[config.mk]
export PLATFORM = sky130hd
export DESIGN_NAME = generador_conmutacion
export DESIGN_NICKNAME = d
export VERILOG_FILES = /design/src/rtl/generador_conmutacion.sv
export SDC_FILE = /design/constraint.sdc
export NUM_CORES = 1
export LEC_CHECK = 0
export ABC_AREA = 1
export BUFFER_PORTS_ARGS = -buffer_cell sky130_fd_sc_hd__buf_2
export CAP_MARGIN = 10
export CORE_MARGIN = 4
export CORE_UTILIZATION = 40
export CTS_CLUSTER_DIAMETER = 80
export DETAILED_ROUTE_END_ITERATION = 8
export SETUP_SLACK_MARGIN = 0.3
export SLEW_MARGIN = 10
export SYNTH_ARGS = -nofsm -noshare
export SYNTH_HDL_FRONTEND = slang
export SYNTH_SLANG_ARGS = --single-unit
[constraint.sdc]
create_clock -name clk -period 3.4 [get_ports clk]
set_clock_uncertainty 0.1 [all_clocks]
set_input_delay 0.34 -clock clk [delete_from_list [all_inputs] [get_ports clk]]
set_output_delay 0.34 -clock clk [all_outputs]
set_load 0.01 [all_outputs]
[src/rtl/generador_conmutacion.sv]
// generador_conmutacion: PWM-style switching-signal generator feeding a
// two-way output demux, with safe channel changeover.
//
// Optional feature macro: GENERADOR_TIEMPO_MUERTO_EN
//   defined   -> changeover inserts TIEMPO_MUERTO forced-low cycles (MUERTO state)
//   undefined -> changeover happens at the wrap edge with one forced-low cycle
//
// Ports:
//   clk                 rising-edge clock
//   reset               synchronous, active-high reset
//   enable              1 = generate, 0 = idle
//   duty                high cycles per period
//   periodo             period length minus one
//   sel_req             requested output channel
//   signal_conmutacion  registered switching signal (demux data)
//   select_salida       registered channel select (demux select)
//   cambio_en_curso     high while a changeover is in progress
//   fin_periodo         one-cycle pulse after the last cycle of each period
module generador_conmutacion #(
    parameter int unsigned ANCHO         = 8,
    parameter int unsigned TIEMPO_MUERTO = 16
) (
    input  logic             clk,
    input  logic             reset,
    input  logic             enable,
    input  logic [ANCHO-1:0] duty,
    input  logic [ANCHO-1:0] periodo,
    input  logic             sel_req,
    output logic             signal_conmutacion,
    output logic             select_salida,
    output logic             cambio_en_curso,
    output logic             fin_periodo
);

    // Elaboration-time range guard for the dead-time length
    if ((TIEMPO_MUERTO < 1) || (TIEMPO_MUERTO > 255)) begin : g_rango_tiempo_muerto
        $error("TIEMPO_MUERTO must be in 1..255");
    end

    logic [ANCHO-1:0] cnt;
    logic [ANCHO-1:0] cnt_next;
    logic [ANCHO-1:0] duty_sh;
    logic [ANCHO-1:0] duty_sh_next;
    logic [ANCHO-1:0] periodo_sh;
    logic [ANCHO-1:0] periodo_sh_next;
    logic             primer_ciclo;
    logic             en_c;
    logic             wrap_c;
    logic             sig_next;
    logic             sel_next;
    logic             fin_next;
    logic             cambio_next;

`ifdef GENERADOR_TIEMPO_MUERTO_EN
    localparam int unsigned DEAD_W = 8;

    typedef enum logic {
        RUN    = 1'b0,
        MUERTO = 1'b1
    } estado_t;

    estado_t           estado;
    estado_t           estado_next;
    logic [DEAD_W-1:0] dead_cnt;
    logic [DEAD_W-1:0] dead_cnt_next;
    logic              sel_lat;
    logic              sel_lat_next;
`endif

    // Next-state and output logic
    always_comb begin
        cnt_next        = cnt;
        duty_sh_next    = duty_sh;
        periodo_sh_next = periodo_sh;
        sig_next        = 1'b0;
        sel_next        = select_salida;
        fin_next        = 1'b0;
        cambio_next     = 1'b0;
`ifdef GENERADOR_TIEMPO_MUERTO_EN
        estado_next     = estado;
        dead_cnt_next   = dead_cnt;
        sel_lat_next    = sel_lat;
`endif

        // The first cycle after reset is treated as idle so the first period
        // starts from freshly shadowed duty/periodo, like an enable rise.
        en_c   = enable && !primer_ciclo;
        wrap_c = en_c && (cnt == periodo_sh);
`ifdef GENERADOR_TIEMPO_MUERTO_EN
        wrap_c = wrap_c && (estado == RUN);
`endif

        // Shadow registers only move at period boundaries or while idle
        if (!en_c || wrap_c) begin
            duty_sh_next    = duty;
            periodo_sh_next = periodo;
        end

`ifdef GENERADOR_TIEMPO_MUERTO_EN
        if (estado == MUERTO) begin
            // Line held low; select switches only on the final dead cycle
            cnt_next = '0;
            if (dead_cnt == DEAD_W'(TIEMPO_MUERTO - 1)) begin
                estado_next   = RUN;
                dead_cnt_next = '0;
                sel_next      = sel_lat;
            end else begin
                dead_cnt_next = dead_cnt + DEAD_W'(1);
                cambio_next   = 1'b1;
            end
        end else
`endif
        if (!en_c) begin
            // Idle line: select may track the request directly
            cnt_next = '0;
            sel_next = sel_req;
        end else begin
            sig_next = (cnt < duty_sh);
            fin_next = wrap_c;
            cnt_next = wrap_c ? '0 : cnt + ANCHO'(1);
            if (wrap_c && (sel_req != select_salida)) begin
                sig_next = 1'b0;
`ifdef GENERADOR_TIEMPO_MUERTO_EN
                estado_next   = MUERTO;
                sel_lat_next  = sel_req;
                dead_cnt_next = '0;
                cambio_next   = 1'b1;
`else
                sel_next      = sel_req;
`endif
            end
        end
    end

    // State and output registers
    always_ff @(posedge clk) begin
        if (reset) begin
            cnt                <= '0;
            duty_sh            <= '0;
            periodo_sh         <= '0;
            primer_ciclo       <= 1'b1;
            signal_conmutacion <= 1'b0;
            select_salida      <= 1'b0;
            cambio_en_curso    <= 1'b0;
            fin_periodo        <= 1'b0;
`ifdef GENERADOR_TIEMPO_MUERTO_EN
            estado             <= RUN;
            dead_cnt           <= '0;
            sel_lat            <= 1'b0;
`endif
        end else begin
            cnt                <= cnt_next;
            duty_sh            <= duty_sh_next;
            periodo_sh         <= periodo_sh_next;
            primer_ciclo       <= 1'b0;
            signal_conmutacion <= sig_next;
            select_salida      <= sel_next;
            cambio_en_curso    <= cambio_next;
            fin_periodo        <= fin_next;
`ifdef GENERADOR_TIEMPO_MUERTO_EN
            estado             <= estado_next;
            dead_cnt           <= dead_cnt_next;
            sel_lat            <= sel_lat_next;
`endif
        end
    end

endmodule

==> results.toml <==
[timing]
slew_viol_final = 0
period_share_pct = 49.4
finalSetupViolations = 0
finalHoldViolCount = 0
clock.fmax_ghz = 0.595
rsz0062_at_grt = "false"
slew_headroom_pct = 66.4
min_period_ps = 1680
final.setup.tns_ps = 0
worst_slew_pin_slew_ps = 500

[layout]
antenna_cells = 0
layout_common_cells = "38 x nand2_1, 28 x nor2_1, 28 x dfxtp_1"
drive_gt1_share_pct = 14.8
areaGrowthSynthToFinish_pct = 11.5
post-route-util_pct = 47.3
num-nets-final = 252
final_common_cell = "nand2_1"

[clock_network]
clockRootBuffer = "clkbuf_8"
clkTransAtPathRegs_ps = 100
cts_setup_buffers = 0
cts_tree = "done"
numCtsBuffers = 3
cts_hold_buf = 0
insertion_delay_ps = 280
clk_path_buf_depth = 2
ctsResizeCount = 0
clock_sinks = 28
htreeDepth = 1

[floorplanning]
fp.coreArea_sq_um = 3440
dieArea_sq_um = 4680
die_h_microns = 68.4
num_rows = 21
start_util_pct = 42.5
die_w_microns = 68.4
ios = 24

[critical_path]
path_max_fanout = 36
endpoint_kind = "flip-flop"
critical_path_class = "reg -> reg"
reg2regPathDepth = 7
arrival_ps = 1740
r2r-end = "cnt[7]"
slowest_stage = "dfxtp_1"
crit_path_frequent_cell = "nand2_1"
endpoint = "cnt[7]"
rr_startpoint = "cnt[4]"
crit_chain = "nand2_1 -> nand2_1 -> nand2_1 -> nor2_2 -> nand2_4 -> nand2_1 -> nor2_1"
crit_required_ps = 3460
critPathLaunch = "cnt[4]"
cp-start-kind = "flip-flop"
rrSetupSlack_ps = 1720
max_stage_delay_ps = 450

[route]
detail_route.wl_per_cell_microns = 10.1
drtAntennaViolNets = 0
route.detailed.drc = 0
drtPass1Iterations = 4
vias = 1216
drt_iter0_drc = 49
vias_per_cell = 4.52
wirelength_microns = 2720

[logic_synthesis]
yosys_warnings = 0
synth_area_sq_um = 1460
synth_ff_type = "dfxtp_1"
async_flop_share_pct = 0
yosys-top-cells-area = "dfxtp_1 38%, nand2_1 9.8%, a21oi_1 7.5%"
ys_seq_elements = 28
yosys.area.top_type = "dfxtp_1"
synth_top_cell_area_share_pct = 38.4
syn_avg_cell_area_sq_um = 7.16
synth_nets = 232
synth-edff-count = 0
synth_seq_area_share_pct = 38.4
synth_cell_types = 22
synth_cells = 204

[hold_path]
min-delay-start = "reset"
hold_path_class = "in -> reg"

[power]
p_int_mw = 0.490
cellPowerDensity_nw_per_um2 = 407
power_frac_comb_pct = 15.2
seq_power_share_pct = 53.5
switching_share_pct = 26.0
p_leak_nw = 0.776
irDropWorstVdd_mv = 0.203
p_switching_mw = 0.172
power.share.clock_pct = 31.3

[global_route]
grt_max_degree = 37
grt_pass1_wl_microns = 4770
grt_pass1_vias = 1127
grt-ovfl-total = 0
antenna_found_initial = 0
track_usage_pct = 13.4

[run]
maxCapViolCount = 0

[placement]
hpwl_microns = 1980
numPortBuffers = 22
gp_congestion = 0.763

[outcome]
outcome = "finished clean"
==> state kept, by name (all words and copies together), names as in the netlist <==
register            count
duty_sh                 8
signal_conmutacion      1
cnt                     8
periodo_sh              8
primer_ciclo            1
select_salida           1
fin_periodo             1
==> cell type report <==
| cell class | instances | area (sq um) |
|---|---|---|
| clock buffer | 4 | 55.1 |
| fill | 364 | 1810 |
| inverter | 28 | 105 |
| multi-input combinational | 140 | 733 |
| sequential | 28 | 561 |
| tap | 46 | 57.6 |
| timing repair buffer | 23 | 118 |
==> cell usage after synthesis (all sizes together), types with 3 or more instances <==
library cell	n
nand2	39
nor2	31
dfxtp	28
inv	27
a21oi	22
nand3	21
ha	8
buf	7
xnor2	5
nand4	3
nor3	3
o21ai	3
xor2	3
==> cells by family after synthesis <==
group	synth area share, %
compound gates	9.08
xor+xnor	4.79
fa+ha+maj	6.85
buf+inv	11.6
flops	38.4
other cells	0.257
simple gates	29.0
==> critical path: cells and delay by family, from the launching register on <==
family        cells  cell delay (ps)
flops             1              450
simple gates      7             1020
==> worst min-delay path by stage <==
stage / endpoint / slack (ps) / cells after the start
6_report: primer_ciclo / 90 / 1
3_5_place_dp: primer_ciclo / 380 / 1
3_3_place_gp: primer_ciclo / 370 / 1
2_1_floorplan: primer_ciclo / 270 / 0
4_1_cts: primer_ciclo / 90 / 1
5_1_grt: primer_ciclo / 80 / 1
==> metrics by stage <==
step / total power [mW] / std cells / setup slack [ps] / instance area (sq um) / hold WS, ps
6_report: 0.662 / 269 / 1720 / 1630 / 92.7
4_1_cts: 0.672 / 269 / 1700 / 1630 / 87.0
3_3_place_gp: 0.464 / 265 / 1700 / 1570 / 375
2_1_floorplan: 0.443 / 204 / 2040 / 1460 / 268
3_5_place_dp: 0.464 / 265 / 1720 / 1570 / 378
5_1_grt: 0.709 / 269 / 1490 / 1630 / 78.2
==> power groups by stage <==
| stage | clock network, mW | registers, mW | logic [mW] |
|---|---|---|---|
| 2_1_floorplan | 0 | 0.361 | 0.0817 |
| 3_3_place_gp | 0 | 0.362 | 0.102 |
| 3_5_place_dp | 0 | 0.362 | 0.102 |
| 4_1_cts | 0.215 | 0.354 | 0.103 |
| 5_1_grt | 0.234 | 0.357 | 0.119 |
| 6_report | 0.208 | 0.354 | 0.101 |
==> metal layers <==
layer	track usage (%)	share of wire, %	vias to the layer above
met1	17.0	50	521
met5	0	0	-
met4	4.47	1.2	0
met3	1.97	2.4	4
li1	-	-	677
met2	23.1	46	14
(Power assumes the default switching activity.)
